===== src/rtl/fc_layer_sequencer.sv =====
// Frame sequencer for one fully connected layer: paces exactly INPUT_SIZE beats into
// the layer, captures and post-processes its NUM_NEURONS results, then drains them serially.
module fc_layer_sequencer #(
  parameter int NUM_NEURONS = 16,
  parameter int INPUT_SIZE  = 16,
  parameter int DATA_WIDTH  = 16,
  parameter int ACC_WIDTH   = 32,
  parameter int OUT_SHIFT   = 0,
  parameter int RELU_EN     = 1
) (
  input  logic                         clk,
  input  logic                         rst_n,
  input  logic                         s_valid,
  output logic                         s_ready,
  input  logic signed [DATA_WIDTH-1:0] s_data,
  input  logic                         s_last,
  output logic                         fc_valid_in,
  output logic signed [DATA_WIDTH-1:0] fc_data,
  input  logic signed [ACC_WIDTH-1:0]  fc_out [NUM_NEURONS],
  input  logic                         fc_valid_out,
  output logic                         m_valid,
  input  logic                         m_ready,
  output logic signed [DATA_WIDTH-1:0] m_data,
  output logic                         m_last,
  output logic                         busy,
  output logic                         err_len,
  output logic                         err_spurious,
  output logic [15:0]                  frame_count
);

  // state   | meaning
  // LOAD    | accepting input elements, one fc_valid_in beat per element
  // WAIT_FC | frame issued, waiting for the layer's fc_valid_out
  // DRAIN   | streaming buffered results to the next layer
  typedef enum logic [1:0] {LOAD, WAIT_FC, DRAIN} state_t;

  localparam int IW = (INPUT_SIZE > 1) ? $clog2(INPUT_SIZE) : 1;
  localparam int OW = (NUM_NEURONS > 1) ? $clog2(NUM_NEURONS) : 1;
  localparam logic [IW-1:0] IN_LAST  = IW'(INPUT_SIZE - 1);
  localparam logic [OW-1:0] OUT_LAST = OW'(NUM_NEURONS - 1);
  localparam logic signed [ACC_WIDTH-1:0] SAT_MAX =
    {{(ACC_WIDTH-DATA_WIDTH+1){1'b0}}, {(DATA_WIDTH-1){1'b1}}};
  localparam logic signed [ACC_WIDTH-1:0] SAT_MIN = ~SAT_MAX;

  state_t                       state, state_next;
  logic [IW-1:0]                in_cnt;
  logic [OW-1:0]                out_idx;
  logic                         in_fire, in_last, out_fire, out_last;
  logic signed [DATA_WIDTH-1:0] res_buf  [NUM_NEURONS];
  logic signed [DATA_WIDTH-1:0] proc_res [NUM_NEURONS];

  function automatic logic signed [DATA_WIDTH-1:0] post_proc(input logic signed [ACC_WIDTH-1:0] acc);
    logic signed [ACC_WIDTH-1:0] r;
    r = acc >>> OUT_SHIFT;
    if ((RELU_EN != 0) && r[ACC_WIDTH-1]) r = '0;
    if (r > SAT_MAX)      r = SAT_MAX;
    else if (r < SAT_MIN) r = SAT_MIN;
    return r[DATA_WIDTH-1:0];
  endfunction

  always_comb begin
    for (int i = 0; i < NUM_NEURONS; i++) proc_res[i] = post_proc(fc_out[i]);
  end

  always_comb begin
    in_last    = (in_cnt == IN_LAST);
    out_last   = (out_idx == OUT_LAST);
    in_fire    = s_valid && s_ready;
    m_valid    = (state == DRAIN);
    m_data     = m_valid ? res_buf[out_idx] : '0;
    m_last     = m_valid && out_last;
    busy       = (state != LOAD) || (in_cnt != '0);
    out_fire   = m_valid && m_ready;
    state_next = state;
    case (state)
      LOAD:    if (in_fire && in_last) state_next = WAIT_FC;
      WAIT_FC: if (fc_valid_out) state_next = DRAIN;
      DRAIN:   if (out_fire && out_last) state_next = LOAD;
      default: state_next = LOAD;
    endcase
  end

  always_ff @(posedge clk) begin
    if (!rst_n) begin
      state        <= LOAD;
      in_cnt       <= '0;
      out_idx      <= '0;
      s_ready      <= 1'b0;
      fc_valid_in  <= 1'b0;
      fc_data      <= '0;
      err_len      <= 1'b0;
      err_spurious <= 1'b0;
      frame_count  <= '0;
    end else begin
      state        <= state_next;
      // s_ready is registered, so it follows the state we are about to enter
      s_ready      <= (state_next == LOAD);
      fc_valid_in  <= in_fire;
      err_len      <= in_fire && (s_last != in_last);
      err_spurious <= fc_valid_out && (state != WAIT_FC);
      if (in_fire) begin
        fc_data <= s_data;
        in_cnt  <= in_last ? '0 : in_cnt + 1'b1;
      end
      if (out_fire) begin
        out_idx <= out_last ? '0 : out_idx + 1'b1;
        if (out_last) frame_count <= frame_count + 1'b1;
      end
    end
  end

  // Buffer needs no reset: m_data is gated by DRAIN, which is only reached via a fresh capture.
  always_ff @(posedge clk) begin
    if (state == WAIT_FC && fc_valid_out) res_buf <= proc_res;
  end

endmodule


===== config.mk =====
export PLATFORM = sky130hd
export DESIGN_NAME = fc_layer_sequencer
export DESIGN_NICKNAME = d
export VERILOG_FILES = /design/src/rtl/fc_layer_sequencer.sv
export SDC_FILE = /design/constraint.sdc
export NUM_CORES = 1
export LEC_CHECK = 0
export CAP_MARGIN = 20
export CORE_AREA = 2 2 227 229
export DETAILED_ROUTE_END_ITERATION = 10
export DIE_AREA = 0 0 229 231
export HOLD_SLACK_MARGIN = 0.15
export PLACE_DENSITY_LB_ADDON = 0.08
export SLEW_MARGIN = 20
export SYNTH_ARGS = -nofsm -noshare
export SYNTH_HDL_FRONTEND = slang
export SYNTH_SLANG_ARGS = --single-unit

===== constraint.sdc =====
create_clock -name clk -period 7.2 [get_ports clk]
set_input_delay 1.08 -clock clk [delete_from_list [all_inputs] [get_ports clk]]
set_output_delay 1.08 -clock clk [all_outputs]
set_load 0.005 [all_outputs]

# Word-level counts from Yosys, hierarchy flattened
# Index checks and enable logic that the tools add are counted.
# totals
regBits	302
inputBits	534
out_inout_bits	55
word_cells	124
# op_classes
n_addsub	3
n_lt_le_gt_ge	33
eq_ne	6
n_mux	42
bitwise	1
n_reduce_logical	14
# op_table
cell	n
32-bit by 16-bit less-than comparator with 1-bit output (second input constant)	16
31-bit by 15-bit greater-than comparator with 1-bit output (second input constant)	16
31-bit 2-to-1 mux	16
16-bit 2-to-1 mux	19
16-bit binary-select mux with 4-bit select	1
16-bit by 1-bit adder with 16-bit output (second input constant)	1
4-bit by 1-bit adder with 4-bit output (second input constant)	2
4-bit == test (second input constant)	2
1-bit logical AND	8
4-bit 2-to-1 mux	2
2-bit 2-to-1 mux	3
2-bit case mux with 3 select lines	1
5-bit >= comparator (second input constant)	1
4-bit inverter with 5-bit output	1
2-bit zero test	2
4-bit nonzero test	1
2-bit by 1-bit == test with 1-bit output (second input constant)	1
2-bit == test (second input constant)	1
2-bit by 1-bit inequality test with 1-bit output (second input constant)	1
2-bit AND reduction	1
2-bit nonzero test	1
1-bit logical OR	1
1-bit inequality test	1

# Logic depth before layout (Yosys ltp)
# logic_depth
depth_word	6
mapped_depth	8
ltp_nobuf	5

# Least setup slack after synthesis
# No wires, ideal clock.
# synth_timing
kind	in2reg
startpoint	input fc_valid_out
endpoint	register res_buf[0] (netlist name) (enable)
setup_ps	649
arrival_ps	6882
required_ps	6551
path_slack_ps	-331
stages	1
n_path_buf	0
cell_sequence	and2_1
# synth_via
elab_chain_len	1
# synth_rtl
item	line	text
start: declaration	20	input logic fc_valid_out,
1-bit logical AND	114	if (state == WAIT_FC && fc_valid_out) res_buf <= proc_res;
end signal: assignment	114	
end: declaration	49	logic signed [DATA_WIDTH-1:0] res_buf [NUM_NEURONS];
# Every way passes these cells.
# A chain may end at the register's enable or synchronous reset.

# Final worst setup path
# layout_timing
startpoint	register out_idx[1]
endpoint	output m_data[12]
# layout_via
elab_chain_len	5
# layout_rtl
item	line	text
start: declaration	47	logic [OW-1:0] out_idx;
start signal: assignment	106	out_idx <= out_last ? '0 : out_idx + 1'b1;
4-bit inverter with 5-bit output (not written as such)	70	m_data = m_valid ? res_buf[out_idx] : '0;
16-bit binary-select mux with 4-bit select	70	
16-bit 2-to-1 mux (not written as such) (2 in series)	70	
16-bit 2-to-1 mux	70	
end: declaration	23	output logic signed [DATA_WIDTH-1:0] m_data,
# Every way passes these cells. The select of a mux whose other input is x is not followed.

==> results.toml <==
[status]
status = "completed"

[worst_setup_path]
start_kind = "flip-flop"
crit_buf_inv = 1
path_max_fanout = 53
crit_cells = 5
crit_path_cell_trace = "nor2_1, a22oi_1, nand2_1, o21ai_0, clkdlybuf4s50_1"
rrSetupSlack_ps = 4330
rr_worst_depth = 5
path_class = "flip-flop to output pin"
cp-endpoint = "m_data[12]"
cp_slowest_cell = "dfxtp_4"
cp_top_family = "flip-flops"
cp_data_required_time_ps = 6120
crit_arrival_ps = 3700
r2r_end = "frame_count[12]"
critPathCaptureType = "output pin"
critical_path.startpoint = "out_idx[1]"
regToRegStartpoint = "out_idx[1]"
cpPeakStageDelay_ps = 960

[finish]
area_delta_synth_final_pct = 52.7
diodes = 0
nets = 2456
drive_above_1_share_pct = 4.22

[sta]
min_period_over_period_pct = 66.3
worst-slew-pin-transition_ps = 1070
final-setup-viol-count = 0
fin_setup_tns_ps = 0
maxSlewHeadroom_pct = 28.7
clock_skew_ps = 14.2
fin_hold_ws_ps = 452
hold_viol = 0
period_needed_ps = 4780
drv_slew = 0
rsz0062_at_grt = "false"
max_freq_ghz = 0.209

[route]
first_iter_violations = 729
wl_per_cell_um = 20.6
routed-via-count = 12400
drc = 0
finalWirelength_um = 54100
antenna_left = 0
avgViaCountPerCell = 4.73
dr.pass1.iters = 5

[die]
fp.coreArea_um2 = 50700
die_w_um = 229
rows = 83
die_h_um = 231
design.die.area_um2 = 52900
initial_core_util_pct = 28.6
num_io_pins = 589

[place]
io_buffers = 588
gp_congestion = 0.841
dp_hpwl_um = 42600

[clock_tree]
postCtsSetupBuffers = 0
cts_sinks = 302
clock_path_buffers = 3
cts_root_buffer = "clkbuf_16"
cts_tree = "built"
cts_buffers = 36
cts_hold_buf = 0
clk_pin_slew_worst_paths_ps = 60
cts_resized = 0
clk_latency_ps = 520
cts-htree-levels = 2

[logic_synthesis]
seq_area_frac_synth_pct = 59.4
yosysWarnings = 0
avgSynthCellArea_um2 = 10.8
syn_inst = 1343
netlist_area_um2 = 14500
ys_types = 39
synth-seq-cells = 302

[global_routing]
grt_first_pass_wirelength_um = 79700
grt_use_total_pct = 19.8
grt-ovfl-total = 0
grt.met1_usage_pct = 24.8
grt_max_degree = 81
use_met3_pct = 4.53
antenna_found_initial = 1
busiest_layer = "met2"
grt_use_met2_pct = 34.9
grt_pass1_vias = 13000

[min_path]
worst_hold_path_type = "flip-flop to flip-flop"

[pwr]
power_w = 0.00405
leakagePower_nw = 7.88
ir_drop_mv = 0.131
p_per_area_nw_per_um2 = 183

[run]
drv_cap = 0
-- flip-flops by register name, summed over array words and instances (netlist names) --
register,flops
fc_valid_in,1
res_buf,256
in_cnt,4
state,2
out_idx,4
s_ready,1
fc_data,16
err_len,1
err_spurious,1
frame_count,16
-- worst min-delay path: stages (launching register included) --
cell	delay [ps]
dfxtp_1	300
nand2_1	50
a21oi_1	50
-- Yosys cell counts --
cell | n | area share, %
a21oi_1 | 32 | 1.1
a22oi_1 | 47 | 2.4
a311oi_1 | 1 | 0.060
a41o_1 | 13 | 0.90
a41oi_1 | 1 | 0.060
and2_1 | 5 | 0.22
and2b_2 | 1 | 0.060
and3_1 | 3 | 0.13
buf_1 | 3 | 0.078
buf_2 | 15 | 0.52
buf_4 | 1 | 0.052
clkbuf_1 | 53 | 1.4
conb_1 | 1 | 0.026
dfxtp_1 | 46 | 6.4
edfxtp_1 | 256 | 53
ha_1 | 4 | 0.35
inv_1 | 203 | 5.3
inv_2 | 1 | 0.026
mux2_2 | 1 | 0.078
mux2i_1 | 94 | 6.5
mux4_2 | 17 | 2.6
nand2_1 | 61 | 1.6
nand2b_1 | 16 | 0.69
nand3_1 | 25 | 0.86
nand3b_1 | 1 | 0.052
nand4_1 | 5 | 0.22
nand4_2 | 1 | 0.086
nand4b_1 | 3 | 0.18
nand4b_2 | 1 | 0.10
nor2_1 | 111 | 2.9
nor2b_1 | 4 | 0.17
nor3_1 | 9 | 0.31
nor4_1 | 68 | 2.9
o21ai_0 | 218 | 7.5
o21ai_1 | 3 | 0.10
or3_1 | 5 | 0.22
or4_4 | 2 | 0.16
xnor2_1 | 10 | 0.60
xor2_1 | 2 | 0.12
-- where the power goes --
| part | switching (W) | total [W] | internal (W) | leakage [nW] |
|---|---|---|---|---|
| logic | 0.000149 | 0.000444 | 0.000295 | 4.69 |
| registers | 0.00000312 | 0.00191 | 0.00190 | 2.66 |
| clock network | 0.000702 | 0.00170 | 0.000993 | 0.530 |
-- per-stage QoR --
step	cells	utilization (%)	cell area, µm²	setup WS, ps
2_1_floorplan	1358	-	14600	2540
3_3_place_gp	2559	41.5	21000	2790
3_5_place_dp	2559	41.5	21000	2790
4_1_cts	2624	43.7	22100	2220
5_1_grt	2625	43.7	22100	2080
6_report	2625	43.7	22100	2420
-- final cells by class --
class,instances,area (µm²)
Inverter,204,766
Clock inverter,15,103
Multi-Input combinational cell,780,4890
Clock buffer,50,985
Sequential cell,302,8620
Tap cell,680,851
Fill cell,4992,28500
Timing Repair Buffer,594,5930
-- routing by layer --
metal / share of wire (%) / wire length (µm) / up-vias
li1: - / - / 5946
met1: 42 / 22700 / 5949
met2: 50 / 27000 / 474
met3: 6.7 / 3630 / 56
met4: 1.4 / 745 / 2
met5: 0.024 / 13 / -
-- how the worst min path moves through the flow --
stage                            from  depth (start not counted)  slack [ps]     endpoint
after floorplan            fc_data[0]                          2         450   fc_data[0]
after global placement    fc_data[15]                          2         440  fc_data[15]
after detailed placement  fc_data[12]                          2         450  fc_data[12]
after CTS                 fc_data[12]                          2         450  fc_data[12]
after global routing      fc_data[12]                          2         470  fc_data[12]
final                     fc_data[11]                          2         450  fc_data[11]
-- logic make-up (layout without fill, tap and decap cells) --
| kind of cell | count (synthesis) | in the layout | share of synthesized area, % |
|---|---|---|---|
| AO/OA/AOI/OAI | 315 | 315 | 12.2 |
| other | 1 | 16 | 0.0259 |
| XOR/XNOR | 12 | 12 | 0.725 |
| multiplexers | 112 | 112 | 9.21 |
| adder cells (fa/ha/maj) | 4 | 4 | 0.345 |
| AND/OR/NAND/NOR | 321 | 321 | 10.8 |
| buffers and inverters | 276 | 863 | 7.30 |
| flip-flops | 302 | 302 | 59.4 |
-- placed cells by master, fill, tap and decap left out, types with 3 or more instances in the layout --
cell,instances
inv_1,203
buf_4,5
and2_1,4
nand2b_1,16
o21ai_0,218
edfxtp_1,256
nand3_1,25
or3_1,5
mux4_2,17
a41o_1,13
clkinv_1,6
clkinv_2,5
a21oi_1,32
nor2b_1,3
nand2_1,61
xnor2_1,10
and3_1,3
nor3_1,9
dfxtp_1,43
ha_1,4
nand4_1,5
clkdlybuf4s50_1,588
a22oi_1,47
o21ai_1,3
nor4_1,68
nor2_1,111
mux2i_1,94
clkbuf_16,37
nand4b_1,3
conb_1,16
clkbuf_1,12
Power figures use the tool's default switching activity.
